--- src/rtl/axis_pattern_gen_if.sv ---
// AXI-Stream bundle carried between the pattern generator and its sink.
// The master drives data and qualifiers. The slave returns tready.
interface axis_if #(
    parameter int BYTE_WIDTH = 4
) ();
    logic                      tvalid;
    logic                      tready;
    logic [8*BYTE_WIDTH-1:0]   tdata;
    logic [BYTE_WIDTH-1:0]     tstrb;
    logic [BYTE_WIDTH-1:0]     tkeep;
    logic                      tlast;

    modport master (
        output tvalid, tdata, tstrb, tkeep, tlast,
        input  tready
    );

    modport slave (
        input  tvalid, tdata, tstrb, tkeep, tlast,
        output tready
    );
endinterface

--- src/rtl/axis_pattern_gen.sv ---
// AXI-Stream source that emits an arithmetic sequence (start, step, wrap limit) split into packets.
//   state   | meaning
//   ST_IDLE | no traffic; tvalid low; waiting for i_enable
//   ST_RUN  | streaming beats; returns to idle only after a tlast handshake with i_enable low
module axis_pattern_gen #(
    parameter int BYTE_WIDTH = 4,
    parameter int LEN_WIDTH  = 16,
    parameter int CNT_WIDTH  = 32
) (
    input  logic                      clk,
    input  logic                      resetn,
    input  logic                      i_enable,
    input  logic [8*BYTE_WIDTH-1:0]   i_cfg_start,
    input  logic [8*BYTE_WIDTH-1:0]   i_cfg_step,
    input  logic [8*BYTE_WIDTH-1:0]   i_cfg_limit,
    input  logic [LEN_WIDTH-1:0]      i_cfg_pkt_len,
    axis_if.master                    m_axis,
    output logic                      o_busy,
    output logic [CNT_WIDTH-1:0]      o_pkt_count
);

    localparam int DW = 8*BYTE_WIDTH;
    localparam logic [LEN_WIDTH-1:0] LEN_ONE = {{(LEN_WIDTH-1){1'b0}}, 1'b1};
    localparam logic [CNT_WIDTH-1:0] CNT_ONE = {{(CNT_WIDTH-1){1'b0}}, 1'b1};

    typedef enum logic {
        ST_IDLE = 1'b0,
        ST_RUN  = 1'b1
    } state_t;

    state_t                 r_state;
    logic                   r_tvalid;
    logic                   r_tlast;
    logic [DW-1:0]          r_tdata;
    logic [LEN_WIDTH-1:0]   r_beat_idx;
    logic [CNT_WIDTH-1:0]   r_pkt_count;

    // Shadow copy of the configuration. It is held constant for the whole packet.
    logic [DW-1:0]          r_start;
    logic [DW-1:0]          r_step;
    logic [DW-1:0]          r_limit;
    logic [LEN_WIDTH-1:0]   r_last_idx;

    logic                   w_hs;
    logic [DW:0]            w_sum;
    logic [DW-1:0]          w_next;
    logic [LEN_WIDTH-1:0]   w_cfg_last_idx;
    logic [LEN_WIDTH-1:0]   w_beat_inc;

    assign w_hs           = r_tvalid && m_axis.tready;
    // The carry bit is kept so that an overflowing sum counts as exceeding the limit.
    assign w_sum          = {1'b0, r_tdata} + {1'b0, r_step};
    assign w_next         = (w_sum > {1'b0, r_limit}) ? r_start : w_sum[DW-1:0];
    assign w_cfg_last_idx = (i_cfg_pkt_len == '0) ? '0 : (i_cfg_pkt_len - LEN_ONE);
    assign w_beat_inc     = r_beat_idx + LEN_ONE;

    always_ff @(posedge clk or negedge resetn) begin
        if (!resetn) begin
            r_state     <= ST_IDLE;
            r_tvalid    <= 1'b0;
            r_tlast     <= 1'b0;
            r_tdata     <= '0;
            r_beat_idx  <= '0;
            r_pkt_count <= '0;
            r_start     <= '0;
            r_step      <= '0;
            r_limit     <= '0;
            r_last_idx  <= '0;
        end else begin
            case (r_state)
                ST_IDLE: begin
                    if (i_enable) begin
                        r_state    <= ST_RUN;
                        r_tvalid   <= 1'b1;
                        r_tdata    <= i_cfg_start;
                        r_tlast    <= (w_cfg_last_idx == '0);
                        r_beat_idx <= '0;
                        r_start    <= i_cfg_start;
                        r_step     <= i_cfg_step;
                        r_limit    <= i_cfg_limit;
                        r_last_idx <= w_cfg_last_idx;
                    end
                end
                ST_RUN: begin
                    if (w_hs) begin
                        if (r_tlast) begin
                            r_pkt_count <= r_pkt_count + CNT_ONE;
                            r_beat_idx  <= '0;
                            r_start     <= i_cfg_start;
                            r_step      <= i_cfg_step;
                            r_limit     <= i_cfg_limit;
                            r_last_idx  <= w_cfg_last_idx;
                            if (i_enable) begin
                                // The sequence continues across the packet boundary.
                                r_tdata <= w_next;
                                r_tlast <= (w_cfg_last_idx == '0);
                            end else begin
                                r_state  <= ST_IDLE;
                                r_tvalid <= 1'b0;
                                r_tlast  <= 1'b0;
                            end
                        end else begin
                            r_beat_idx <= w_beat_inc;
                            r_tdata    <= w_next;
                            r_tlast    <= (w_beat_inc == r_last_idx);
                        end
                    end
                end
                default: begin
                    r_state  <= ST_IDLE;
                    r_tvalid <= 1'b0;
                    r_tlast  <= 1'b0;
                end
            endcase
        end
    end

    assign m_axis.tvalid = r_tvalid;
    assign m_axis.tdata  = r_tdata;
    assign m_axis.tlast  = r_tlast;
    assign m_axis.tstrb  = '1;
    assign m_axis.tkeep  = '1;
    assign o_busy        = (r_state == ST_RUN);
    assign o_pkt_count   = r_pkt_count;

endmodule

--- src/flat_wrapper.sv ---
// flat-port wrapper written by rule: the top's interface ports become plain ports
module axis_pattern_gen_flat 
#(
    parameter int BYTE_WIDTH = 4,
    parameter int LEN_WIDTH  = 16,
    parameter int CNT_WIDTH  = 32
)
  (clk, resetn, i_enable, i_cfg_start, i_cfg_step, i_cfg_limit, i_cfg_pkt_len, o_busy, o_pkt_count, m_axis_tvalid, m_axis_tdata, m_axis_tstrb, m_axis_tkeep, m_axis_tlast, m_axis_tready);
  axis_if #(.BYTE_WIDTH(BYTE_WIDTH)) m_axis_i ();
  input  logic clk;
  input  logic resetn;
  input  logic i_enable;
  input  logic [8*BYTE_WIDTH-1:0] i_cfg_start;
  input  logic [8*BYTE_WIDTH-1:0] i_cfg_step;
  input  logic [8*BYTE_WIDTH-1:0] i_cfg_limit;
  input  logic [LEN_WIDTH-1:0] i_cfg_pkt_len;
  output logic o_busy;
  output logic [CNT_WIDTH-1:0] o_pkt_count;
  output wire logic [$bits(m_axis_i.tvalid)-1:0] m_axis_tvalid;
  output wire logic [$bits(m_axis_i.tdata)-1:0] m_axis_tdata;
  output wire logic [$bits(m_axis_i.tstrb)-1:0] m_axis_tstrb;
  output wire logic [$bits(m_axis_i.tkeep)-1:0] m_axis_tkeep;
  output wire logic [$bits(m_axis_i.tlast)-1:0] m_axis_tlast;
  input wire logic [$bits(m_axis_i.tready)-1:0] m_axis_tready;
  assign m_axis_tvalid = m_axis_i.tvalid;
  assign m_axis_tdata = m_axis_i.tdata;
  assign m_axis_tstrb = m_axis_i.tstrb;
  assign m_axis_tkeep = m_axis_i.tkeep;
  assign m_axis_tlast = m_axis_i.tlast;
  assign m_axis_i.tready = m_axis_tready;
  axis_pattern_gen #(.BYTE_WIDTH(BYTE_WIDTH), .LEN_WIDTH(LEN_WIDTH), .CNT_WIDTH(CNT_WIDTH)) u_core (.clk(clk), .resetn(resetn), .i_enable(i_enable), .i_cfg_start(i_cfg_start), .i_cfg_step(i_cfg_step), .i_cfg_limit(i_cfg_limit), .i_cfg_pkt_len(i_cfg_pkt_len), .m_axis(m_axis_i), .o_busy(o_busy), .o_pkt_count(o_pkt_count));
endmodule
--- config.mk ---
export PLATFORM = sky130hd
export DESIGN_NAME = axis_pattern_gen_flat
export DESIGN_NICKNAME = d
export VERILOG_FILES = /design/src/rtl/axis_pattern_gen_if.sv /design/src/rtl/axis_pattern_gen.sv /design/src/flat_wrapper.sv
export SDC_FILE = /design/constraint.sdc
export NUM_CORES = 1
export LEC_CHECK = 0
export ABC_AREA = 1
export CORE_MARGIN = 1.5
export CORE_UTILIZATION = 60
export CTS_CLUSTER_SIZE = 28
export DETAILED_ROUTE_END_ITERATION = 8
export PLACE_DENSITY = 0.88
export SETUP_SLACK_MARGIN = 0.5
export SYNTH_ARGS = -nofsm -noshare
export SYNTH_HDL_FRONTEND = slang
export SYNTH_SLANG_ARGS = --single-unit
--- constraint.sdc ---
create_clock -name clk -period 6.38 [get_ports clk]
set_input_delay 0.638 -clock clk [delete_from_list [all_inputs] [get_ports clk]]
set_output_delay 0.638 -clock clk [all_outputs]
set_load 0.01 [all_outputs]
### Yosys cells after proc, flatten, opt, wreduce, memory -nomap -nowiden

Index checks and enable logic that the tools add are counted.
Widths: inputs -> output; s select.

* reductions and logical operators: 8
* magnitude comparators: 1
* multiplexer cells: 40
* equal/unequal tests: 6
* $mul: 0
* shift-type cells: 0
* add/subtract/negate cells: 4
* div/mod/pow operators: 0
* bitwise gates (word level): 1

Operator list (count)
* $mux 32: 13
* $pmux 32 s2: 4
* $mux 16: 7
* $pmux 16 s2: 2
* $add 32x32->33: 1
* $gt 33x32->1: 1
* $add 32x1->32 const B: 1
* $logic_not 16->1: 2
* $add 16x1->16 const B: 1
* $eq 16x16->1: 1
* $sub 16x1->16 const B: 1
* $mux 1: 11
* $reduce_and 3->1: 3
* $ne 2x2->1 const B: 4
* $pmux 1 s2: 3
* $reduce_and 4->1: 1
* $ne 3x3->1 const B: 1
* $reduce_and 2->1: 1
* $logic_and 1x1->1: 1
* $not 1->1: 1

* word-level logic and storage cells: 70
* memories: 0
* input bits: 116
* bits in latches: 0
* bits in writable memories: 0
* bits in read-only memories: 0
* output and inout bits: 75
* bits in registers: 195

### Longest topological paths before layout

* depth in word-level cells: 7
* depth in mapped cells: 28

### Worst setup path after synthesis

OpenSTA, ideal clock, no wires.

* path kind: register -> register
* from: register u_core.r_tdata[0] (netlist: u_core.m_axis.tdata[0])
* to: register u_core.r_tdata[0] (netlist: u_core.m_axis.tdata[0])
* data arrival time: 3393 ps
* buffers on the path: 1
* required time: 6258 ps
* setup slack: 2865 ps
* clock period less this slack: 3515 ps
* stages on the path, launching flop included: 27
* path through: dfrtp_1 ha_1 fa_1 nand2_1 nand3_1 o21ai_1 o21ai_2 nand2_1 nand2_2 nand2_1 nand3b_1 nand2_1 inv_1 ha_1 a21oi_1 nand2_1 o21bai_1 nand2_1 a21oi_1 nand2_1 nand2_1 nand2_1 nand2_1 clkbuf_1 nand3_1 nand3_1 a21oi_1

* word-level cells in the longest chain between the ends: 7

Ends and longest elaborated chain
* start, declared: RTL line axis_pattern_gen.sv:34 `logic [DW-1:0] r_tdata;`
* start signal, assigned: RTL line axis_pattern_gen.sv:75 `r_tdata <= i_cfg_start;`
* start signal, assigned: RTL line axis_pattern_gen.sv:95 `r_tdata <= w_next;`
* start signal, assigned: RTL line axis_pattern_gen.sv:104 `r_tdata <= w_next;`
* $add 32x32->33 *: RTL line axis_pattern_gen.sv:52 `assign w_sum = {1'b0, r_tdata} + {1'b0, r_step};`
* $gt 33x32->1: RTL line axis_pattern_gen.sv:53 `assign w_next = (w_sum > {1'b0, r_limit}) ? r_start : w_sum[DW-1:0];`
* $mux 32 *: RTL line axis_pattern_gen.sv:53
* $mux 32: RTL line axis_pattern_gen.sv:93 `if (i_enable) begin`
* $mux 32 *: RTL line axis_pattern_gen.sv:86 `if (r_tlast) begin`
* $mux 32 *: RTL line axis_pattern_gen.sv:85 `if (w_hs) begin`
* $pmux 32 s2 *: RTL line axis_pattern_gen.sv:70 `case (r_state)`

Mark *: on every way between the ends. The rest lies on a longest branch, timed or not. The select of a mux whose other input is x is not followed.
A chain may end at the register's enable or synchronous reset.

### Final worst setup path

* from: register u_core.r_tdata[0] (netlist: u_core.m_axis.tdata[0])
* to: register u_core.r_tdata[19] (netlist: u_core.m_axis.tdata[19])

Same word-level chain as after synthesis.

==> results.json <==
{
  "worst_pin_slew_ns": 1.294,
  "fin_hold_ws_ns": 0.2141,
  "critPathCaptureType": "register",
  "path_depth": 24,
  "comb_power_share_pct": 5.2,
  "cts_resized": 0,
  "arrival_ns": 4.91,
  "status": "finished, final reports clean",
  "slew_viol_final": 0,
  "grt_max_degree": 103,
  "rr_startpoint": "u_core.m_axis.tdata[0]",
  "fillerInstances": 1629,
  "peakVddDrop_mv": 0.1454,
  "crit_chain": "ha_1 -> fa_1 -> nand2_1 -> nand3_1 -> o21ai_1 -> o21ai_2 -> nand2_1 -> nand2_1 -> nand2_1 -> nand3_1 -> nand2_1 -> inv_1 -> ha_1 -> nand4_1 -> nor4_1 -> nand2_1 -> nand2_1 -> nand2_1 -> nand2_1 -> nand2_1 -> nand2_2 -> nand2_1 -> nand3_1 -> a21oi_1",
  "initial_core_util_pct": 61.27,
  "cts_tree": "done",
  "synth_edf_count": 0,
  "critical_path.top_delay_family": "simple AND/OR/NAND/NOR gates",
  "synth_common_cells": "nand2_1, inv_1, dfrtp_1",
  "core.rowCount": 52,
  "crit_buf_inv": 1,
  "maxCapViolCount": 0,
  "portBuffers": 182,
  "clkTransAtPathRegs_ns": 0.08,
  "grtUsageTotal_pct": 32.93,
  "min_period_over_period_pct": 71.83,
  "synthArstFlopShare_pct": 100.0,
  "cpMostUsedCell": "nand2_1",
  "vias": 11973,
  "syn_area_mm2": 0.01244,
  "ys.flop_type": "dfrtp_1",
  "post-route-drc-count": 0,
  "h-tree-depth": 4,
  "critPathLaunch": "u_core.m_axis.tdata[0]",
  "internal_power_mw": 1.816,
  "p_total_mw": 2.399,
  "grt_pass1_vias": 11812,
  "slowest_delay_ns": 0.60,
  "drive_gt1_share_pct": 4.439,
  "grt_pass1_wl_mm": 57.05,
  "insertion_delay_ns": 0.45,
  "netSwitchingPower_uw": 582.4,
  "cts.path.max_buffers": 2,
  "firstDrtPassIters": 5,
  "die_y_um": 147.0,
  "regArea_mm2": 0.004880,
  "yosys_register_bits": 195,
  "antenna_found_initial": 1,
  "die_x_um": 147.0,
  "multi_input_area_mm2": 0.006436,
  "wl_per_cell_um": 16.20,
  "rsz0062_at_grt": "no",
  "coreArea_mm2": 0.02030,
  "area_growth_pct": 20.27,
  "io_pins": 191,
  "viasPerCell": 5.592,
  "routed_wl_mm": 34.68,
  "p_seq_share_pct": 51.5,
  "synth_most_common_cell": "nand2_1",
  "pwr-share-clk_pct": 43.3,
  "endpoint": "u_core.m_axis.tdata[19]",
  "syn-instance-count": 1699,
  "finClkSkew_ns": 0.01443,
  "gp_congestion": 0.9675,
  "cts_root_buf": "clkbuf_16",
  "slowest_stage": "nor4_1",
  "fin_nets": 2041,
  "seq_area_frac_synth_pct": 39.23,
  "setup_viol": 0,
  "placed_cell_area_mm2": 0.01441,
  "syn_area_per_cell_um2": 7.321,
  "worst-r2r-cell-count": 24,
  "overflow": 0,
  "worst-path-max-fanout": 32,
  "power_leakage_nw": 8.096,
  "final_antenna_net_count": 0,
  "ff2ff_setup_slack_ns": 1.80,
  "synth_area_leader_cell": "dfrtp_1",
  "design_area_mm2": 0.01496,
  "cts.sinks": 195,
  "cp-start-kind": "register",
  "cts_setup_buffers": 0,
  "tns_ns": 0,
  "post-dp-hpwl_mm": 25.54,
  "worstSetupPathType": "register to register",
  "synthDistinctLibCells": 49,
  "critical_path_required_ns": 6.71,
  "yosys-top-cells-area": "dfrtp_1, nand2_1, ha_1",
  "ctsHoldBuffers": 0,
  "die-area_mm2": 0.02160,
  "finalHoldViolCount": 0,
  "fmax_ghz": 0.2182,
  "drtIter0Drc": 818,
  "p_sw_share_pct": 24.28,
  "cts_inserted_buffers": 17,
  "hp-class": "primary input to async pin",
  "synth_top_area_share_pct": 39.23,
  "power_density_mw_per_mm2": 160.3,
  "yosys_warnings": 0,
  "r2r_end": "u_core.m_axis.tdata[19]",
  "slew_headroom_pct": 13.62,
  "min_period_ns": 4.583
}
[worst min path at each step]
stage                                 start                      to  slack (ns)  cells after the start
after global placement     u_core.r_step[0]        u_core.r_step[0]        0.47                      2
after global routing                 resetn    u_core.r_beat_idx[9]        0.24                      1
after CTS                            resetn   u_core.r_beat_idx[10]        0.24                      1
final                                resetn   u_core.r_beat_idx[10]        0.21                      1
after floorplan                      resetn  u_core.m_axis.tdata[0]        0.34                      0
after detailed placement  u_core.r_step[18]       u_core.r_step[18]        0.47                      2
[through the flow]
| step | std cells | setup WS [ns] | util [%] |
|---|---|---|---|
| after floorplan | 1706 | 2.865 | - |
| after global placement | 2108 | 2.060 | 70.99 |
| after detailed placement | 2108 | 1.908 | 70.99 |
| after CTS | 2140 | 1.862 | 73.68 |
| after global routing | 2141 | 1.398 | 73.69 |
| final | 2141 | 1.797 | 73.69 |
[power by group through the flow]
stage	clock, mW	combinational (mW)	sequential (mW)
after CTS	1.04	0.126	1.23
final	1.04	0.125	1.23
after floorplan	0	0.0203	1.26
after detailed placement	0	0.125	1.26
after global routing	1.09	0.137	1.23
after global placement	0	0.124	1.26
[cell families after synthesis]
group	count (synthesis)	synth area share, %
xor gates and xnor gates	65	4.637
other	1	0.03015
and+or+nand+nor	825	28.88
AOI/OAI and AO/OA	259	11.07
DFF	195	39.23
adders and majority gates	68	6.901
buffers and inverters	286	9.254
[layout make-up]
cell class,count,area share (%)
clock inverters,14,0.7862
diodes,1,0.01673
multi-input cells,1225,43.02
well taps,270,2.258
clock buffers,18,2.869
flip-flops and latches,195,32.62
inverters,228,5.738
repair buffers,190,12.69
[placed cells by master (no fill, tap or decap), types with 2 or more instances in the layout]
master / synthesis / layout
nand2_1: 472 / 471
inv_1: 217 / 216
dfrtp_1: 195 / 195
clkdlybuf4s50_1: 0 / 181
nor2_1: 138 / 138
nand3_1: 123 / 123
a21oi_1: 120 / 120
o21ai_0: 103 / 103
ha_1: 67 / 67
xor2_1: 52 / 52
nand4_1: 23 / 23
nor3_1: 19 / 19
clkbuf_16: 0 / 17
o22ai_1: 13 / 13
xnor2_1: 12 / 12
inv_2: 11 / 11
nand3b_1: 10 / 10
nor4_1: 9 / 9
conb_1: 1 / 8
buf_4: 9 / 7
o21bai_1: 6 / 6
nand2_2: 4 / 5
o21a_1: 5 / 5
nor3_2: 5 / 5
inv_6: 0 / 5
o21ai_1: 4 / 4
and3_1: 4 / 4
nor2_4: 4 / 4
clkinv_2: 0 / 3
inv_8: 0 / 3
o21ai_2: 2 / 2
a21o_1: 2 / 2
nor3_4: 2 / 2
or2_2: 2 / 2
clkinv_4: 0 / 2
[routing by layer]
layer	global-route usage, %	part of all wire [%]	wire, um	vias up
met2	58.30	51	17550	484
met5	0	0	0	-
met4	12.55	3.0	1053	0
met1	40.53	40	14020	5646
li1	-	-	-	5764
met3	5.155	6.0	2067	79
[registers in the layout, indices dropped and copies added, names as in the netlist]
name / cells
u_core.m_axis.tlast: 1
u_core.r_beat_idx: 16
u_core.o_busy: 1
u_core.m_axis.tvalid: 1
u_core.r_start: 32
u_core.r_step: 32
u_core.r_last_idx: 16
u_core.m_axis.tdata: 32
u_core.o_pkt_count: 32
u_core.r_limit: 32
(Power assumes the default switching activity.)
